<file path="src/rtl/mmio_io_hub.sv">
// mmio_io_hub: CPU/BRAM memory-mapped I/O hub with output registers and a keyboard scancode FIFO.
// Defining MMIO_IRQ_EN adds the registered keyboard interrupt and the KB_CTRL irq_en bit.
module mmio_io_hub #(
    parameter int WIDTH      = 16,
    parameter int ADDR_WIDTH = 10,
    parameter int NUM_OUT    = 2,
    parameter int FIFO_DEPTH = 8
) (
    input  logic                     clk,
    input  logic                     reset,
    input  logic [ADDR_WIDTH-1:0]    cpu_addr,
    input  logic                     cpu_we,
    input  logic [WIDTH-1:0]         cpu_wdata,
    output logic [WIDTH-1:0]         cpu_rdata,
    input  logic [WIDTH-1:0]         mem_q,
    output logic                     mem_we,
    input  logic [7:0]               kb_data,
    input  logic                     kb_valid,
    output logic [NUM_OUT*WIDTH-1:0] out_regs,
    output logic                     irq
);
    localparam int PTR_W = $clog2(FIFO_DEPTH);
    localparam int CNT_W = PTR_W + 1;
    localparam logic [3:0]       OFF_KB_DATA = 4'h8;
    localparam logic [3:0]       OFF_KB_STAT = 4'h9;
    localparam logic [3:0]       OFF_KB_CTRL = 4'hA;
    localparam logic [3:0]       NUM_OUT_L   = NUM_OUT[3:0];
    localparam logic [CNT_W-1:0] DEPTH_L     = FIFO_DEPTH[CNT_W-1:0];
    localparam logic [CNT_W-1:0] CNT_ONE     = CNT_W'(1);
    localparam logic [PTR_W-1:0] PTR_ONE     = PTR_W'(1);

    logic                     io_sel_s;
    logic [3:0]               offset_s;
    logic                     io_wr_s;
    logic                     ctrl_wr_s;
    logic                     pop_req_s;
    logic                     flush_s;
    logic                     clr_ovf_s;
    logic                     full_s;
    logic                     empty_s;
    logic                     do_pop_s;
    logic                     do_push_s;
    logic                     ovf_set_s;
    logic                     irq_en_s;
    logic [WIDTH-1:0]         stat_s;
    logic [WIDTH-1:0]         io_rdata_s;
    logic [PTR_W-1:0]         wr_ptr_r;
    logic [PTR_W-1:0]         rd_ptr_r;
    logic [CNT_W-1:0]         count_r;
    logic                     ovf_r;
    logic [7:0]               fifo_mem_r [FIFO_DEPTH];
    logic [NUM_OUT*WIDTH-1:0] out_regs_r;
    logic                     unused_s;

    assign io_sel_s  = (cpu_addr[ADDR_WIDTH-1 -: 2] == 2'b11);
    assign offset_s  = cpu_addr[3:0];
    assign unused_s  = ^cpu_addr[ADDR_WIDTH-3:4];
    assign io_wr_s   = cpu_we & io_sel_s;
    assign mem_we    = cpu_we & ~io_sel_s;
    assign ctrl_wr_s = io_wr_s & (offset_s == OFF_KB_CTRL);
    assign pop_req_s = ctrl_wr_s & cpu_wdata[0];
    assign flush_s   = ctrl_wr_s & cpu_wdata[1];
    assign clr_ovf_s = ctrl_wr_s & cpu_wdata[2];
    assign full_s    = (count_r == DEPTH_L);
    assign empty_s   = (count_r == {CNT_W{1'b0}});

    // Flush overrides everything; a pop on a full FIFO frees room for a same-cycle push.
    assign do_pop_s  = pop_req_s & ~empty_s & ~flush_s;
    assign do_push_s = kb_valid & ~flush_s & (~full_s | do_pop_s);
    assign ovf_set_s = kb_valid & ~flush_s & full_s & ~do_pop_s;

    // Keyboard status word
    always_comb begin
        stat_s      = {WIDTH{1'b0}};
        stat_s[15]  = full_s;
        stat_s[14]  = empty_s;
        stat_s[13]  = ovf_r;
        stat_s[12]  = irq_en_s;
        stat_s[4:0] = 5'(count_r);
    end

    // I/O register read mux
    always_comb begin
        io_rdata_s = {WIDTH{1'b0}};
        if (offset_s < NUM_OUT_L) begin
            io_rdata_s = out_regs_r[int'(offset_s)*WIDTH +: WIDTH];
        end else begin
            case (offset_s)
                OFF_KB_DATA: begin
                    if (empty_s) begin
                        io_rdata_s = {WIDTH{1'b0}};
                    end else begin
                        io_rdata_s = {{(WIDTH-8){1'b0}}, fifo_mem_r[rd_ptr_r]};
                    end
                end
                OFF_KB_STAT: io_rdata_s = stat_s;
                default:     io_rdata_s = {WIDTH{1'b0}};
            endcase
        end
    end

    assign cpu_rdata = io_sel_s ? io_rdata_s : mem_q;

    // Output register writes
    always_ff @(posedge clk) begin
        if (reset) begin
            out_regs_r <= {(NUM_OUT*WIDTH){1'b0}};
        end else begin
            for (int i = 0; i < NUM_OUT; i++) begin
                if (io_wr_s && (offset_s == 4'(i))) begin
                    out_regs_r[i*WIDTH +: WIDTH] <= cpu_wdata;
                end
            end
        end
    end

    assign out_regs = out_regs_r;

    // FIFO storage; contents are don't-care once the pointers are reset
    always_ff @(posedge clk) begin
        if (!reset && do_push_s) begin
            fifo_mem_r[wr_ptr_r] <= kb_data;
        end
    end

    // FIFO pointers, occupancy and sticky overflow
    always_ff @(posedge clk) begin
        if (reset) begin
            wr_ptr_r <= {PTR_W{1'b0}};
            rd_ptr_r <= {PTR_W{1'b0}};
            count_r  <= {CNT_W{1'b0}};
            ovf_r    <= 1'b0;
        end else begin
            if (flush_s) begin
                wr_ptr_r <= {PTR_W{1'b0}};
                rd_ptr_r <= {PTR_W{1'b0}};
                count_r  <= {CNT_W{1'b0}};
            end else begin
                if (do_push_s) wr_ptr_r <= wr_ptr_r + PTR_ONE;
                if (do_pop_s)  rd_ptr_r <= rd_ptr_r + PTR_ONE;
                case ({do_push_s, do_pop_s})
                    2'b10:   count_r <= count_r + CNT_ONE;
                    2'b01:   count_r <= count_r - CNT_ONE;
                    default: count_r <= count_r;
                endcase
            end
            if (ovf_set_s) begin
                ovf_r <= 1'b1;
            end else if (clr_ovf_s) begin
                ovf_r <= 1'b0;
            end
        end
    end

`ifdef MMIO_IRQ_EN
    logic irq_en_r;
    logic irq_r;

    // Interrupt enable and registered level interrupt
    always_ff @(posedge clk) begin
        if (reset) begin
            irq_en_r <= 1'b0;
            irq_r    <= 1'b0;
        end else begin
            irq_r <= irq_en_r & ~empty_s;
            if (ctrl_wr_s) begin
                irq_en_r <= cpu_wdata[3];
            end
        end
    end

    assign irq_en_s = irq_en_r;
    assign irq      = irq_r;
`else
    assign irq_en_s = 1'b0;
    assign irq      = 1'b0;
`endif
endmodule

</file>
<file path="config.mk">
export PLATFORM = sky130hd
export DESIGN_NAME = mmio_io_hub
export DESIGN_NICKNAME = d
export VERILOG_FILES = /design/src/rtl/mmio_io_hub.sv
export SDC_FILE = /design/constraint.sdc
export NUM_CORES = 1
export LEC_CHECK = 0
export ABC_AREA = 1
export CAP_MARGIN = 20
export CORE_AREA = 2 2 114 116
export DETAILED_ROUTE_END_ITERATION = 16
export DIE_AREA = 0 0 116 118
export PLACE_DENSITY = 0.63
export SETUP_SLACK_MARGIN = 0.15
export SLEW_MARGIN = 30
export SYNTH_ARGS = -nofsm -noshare
export SYNTH_HDL_FRONTEND = slang
export SYNTH_SLANG_ARGS = --single-unit
</file>
<file path="constraint.sdc">
create_clock -name clk -period 2.9 [get_ports clk]
set_clock_uncertainty 0.2 [all_clocks]
set_input_delay 0.435 -clock clk [delete_from_list [all_inputs] [get_ports clk]]
set_output_delay 0.435 -clock clk [all_outputs]
set_load 0.01 [all_outputs]
</file>
==> flow_metrics.tcl <==
set metrics [dict create \
    status "complete, no violations" \
    drt_iter0_markers 285 \
    place_hpwl_mm 9.73 \
    cp-startpoint "cpu_addr[1]" \
    yosys_warnings 0 \
    n_antenna_cell 0 \
    vias 4268 \
    cts_buffers 9 \
    fin_crit_sh_pct 91.2 \
    synth_edf_count 64 \
    ff2ff_setup_slack_ps 920 \
    root_buffer "clkbuf_16" \
    grt_pass1_wl_mm 21.8 \
    seq_area_sq_mm 0.00285 \
    fin_nets 730 \
    syn-cell-area_sq_mm 0.00488 \
    async_flop_share_pct 0 \
    die-area_sq_mm 0.0137 \
    r2r_end "fifo_mem_r[4][1]" \
    crit_path_end "cpu_rdata[4]" \
    criticalPathCategory "input pin to output pin" \
    io_buffers 98 \
    core.rowCount 41 \
    crit_arrival_ps 2010 \
    setup_viol 0 \
    fmax_mhz 378 \
    drv_cap 0 \
    min_path_type "register to register" \
    wl_mm 13.8 \
    wire_per_inst_microns 16.3 \
    ys.flop_type "edfxtp_1" \
    track_usage_pct 20.5 \
    viasPerCell 5.03 \
    syn_nets 593 \
    crit_path_end_kind "output pin" \
    synth_top_cell_by_area "edfxtp_1" \
    start_kind "input pin" \
    overflow 0 \
    htree_levels 3 \
    rr_worst_depth 9 \
    synth-seq-cells 110 \
    multi_input_area_sq_mm 0.00184 \
    firstDrtPassIters 5 \
    synth_cell_type_count 37 \
    grt_max_degree 33 \
    rsz0062_at_grt "yes" \
    maxSlewViolCount 0 \
    synth_seq_area_share_pct 58.2 \
    fin_setup_tns_ps 0 \
    clkLatencyLatePin_ps 340 \
    synth.avg_cell_area_sq_um 9.11 \
    start_util_pct 39.3 \
    grt_pass1_vias 4300 \
    syn_to_final_growth_pct 36.4 \
    place_area_sq_mm 0.00638 \
    fill_cells 1138 \
    crit_required_ps 2270 \
    yosysTopAreaCellShare_pct 39.3 \
    syn-instance-count 536 \
    ant_nets 0 \
    synth.most_common_cell "nor2_1" \
    drive_gt1_share_pct 15.1 \
    antenna_found_initial 0 \
    drc 0 \
    clkTransAtPathRegs_ps 70 \
    ys_top_cells_by_area "edfxtp_1 (39%), dfxtp_1 (19%), nor2_1 (11%), o21ai_0 (7.5%), nand2_1 (4.8%)" \
    stdcell_area_sq_mm 0.00666 \
    reg2reg_from "count_r[2]" \
    gp_congestion 0.844 \
    ios 104 \
    cts_num_sinks 110 \
    ys_top_cells_by_count "nor2_1 (143), o21ai_0 (73), edfxtp_1 (64)" \
    fin_ws_ps 254 \
    period_needed_ps 2650 \
    clockBufferDepth 2 \
    ir_drop_v 0.000284 \
    cts_tree "yes" \
    pwr_density_cell_mw_per_mm2 473 \
    finalHoldViolCount 0 \
    die_w_microns 116 \
    min_from "ovf_r" \
    cts_hold_buf 0 \
    core-area_sq_mm 0.0124 \
    critPathMaxFanout 5 \
    post-place-ws_ps -254 \
    p_leak_nw 2.60 \
    die_h_microns 118 \
]
[where the power goes]
| group | switching (mW) | internal (mW) | total, mW | leakage [nW] |
|---|---|---|---|---|
| registers | 0.0128 | 1.67 | 1.68 | 0.951 |
| clock network | 0.578 | 0.593 | 1.17 | 0.132 |
| logic | 0.152 | 0.144 | 0.296 | 1.52 |
[registers in the layout, summed over array words and instances, names as in the netlist, named ones only]
| signal | flops |
|---|---|
| fifo_mem_r | 64 |
| out_regs | 32 |
| count_r | 4 |
| rd_ptr_r | 3 |
| wr_ptr_r | 3 |
| ovf_r | 1 |
[routing by layer]
layer  routed length, microns  track usage [%]
met5                        0                0
met4                      143             5.43
met2                     6680             34.2
met3                      890             5.15
met1                     6110             26.4
[logic make-up (layout without fill, tap and decap cells)]
| kind of cell | Yosys count | after routing | synth area share, % |
|---|---|---|---|
| xor+xnor | 3 | 3 | 0.538 |
| compound gates | 120 | 120 | 14.3 |
| simple gates | 246 | 246 | 21.7 |
| other cells | 1 | 1 | 0.0768 |
| fa+ha+maj | 3 | 3 | 0.769 |
| buf+inv | 53 | 194 | 4.43 |
| flops | 110 | 110 | 58.2 |
[worst max-delay path, stage by stage]
cell,delay (ps)
dlygate4sd2_1,280
buf_4,160
nor2_1,80
inv_1,60
nor3_2,170
buf_4,160
buf_4,110
nand4_1,120
o311ai_0,110
dlygate4sd2_1,310
[repair_timing]
| item | CTS | global route |
|---|---|---|
| setup endpoints to repair | 16 | 5 |
| pin swaps | 3 | 4 |
| resized for setup | 32 | 6 |
| hold endpoints to repair | 0 | 0 |
| buffers inserted | 2 | 0 |
[per-stage QoR]
step | hold slack (ps) | utilization, % | power, mW | instances
floorplan | 255 | - | 1.84 | 536
global placement | 291 | 51.4 | 2.02 | 832
detailed placement | 301 | 51.4 | 2.02 | 832
CTS | 325 | 53.6 | 3.16 | 849
global route | 364 | 53.7 | 3.26 | 849
finish | 317 | 53.7 | 3.15 | 849
[layout by cell type (no fill, tap or decap), types with 3 or more instances in the layout]
cell type / synthesis / routed
nor2_4: 5 / 5
o31ai_1: 6 / 6
nor3_2: 3 / 3
edfxtp_1: 64 / 64
nor3_1: 5 / 5
nand3_1: 11 / 11
o311ai_1: 0 / 3
nand3_2: 3 / 3
ha_1: 3 / 3
o21ai_0: 73 / 72
o211ai_1: 8 / 8
a21oi_1: 14 / 14
clkdlybuf4s50_1: 0 / 78
inv_1: 22 / 22
or2_2: 4 / 4
buf_12: 0 / 3
nand2_1: 63 / 62
o22ai_1: 4 / 4
o221ai_1: 4 / 4
buf_4: 1 / 48
dfxtp_1: 46 / 44
clkbuf_16: 0 / 9
nand2_2: 2 / 3
nor2_1: 143 / 143
nand4_1: 3 / 3
o311ai_0: 6 / 3
inv_2: 6 / 6
dlygate4sd2_1: 0 / 17
[area by class of cell]
| class | count | area share [%] |
|---|---|---|
| clock inverters | 6 | 0.789 |
| well taps | 172 | 3.23 |
| inverters | 30 | 1.73 |
| repair buffers | 149 | 20.5 |
| flip-flops and latches | 110 | 42.7 |
| clock buffers | 9 | 3.38 |
| multi-input cells | 373 | 27.7 |
[how the worst min path moves through the flow]
stage,endpoint,depth (start not counted)
floorplan,ovf_r,2
global placement,ovf_r,2
detailed placement,ovf_r,2
CTS,ovf_r,2
global route,ovf_r,2
finish,ovf_r,2
Power figures use the tool's default switching activity.
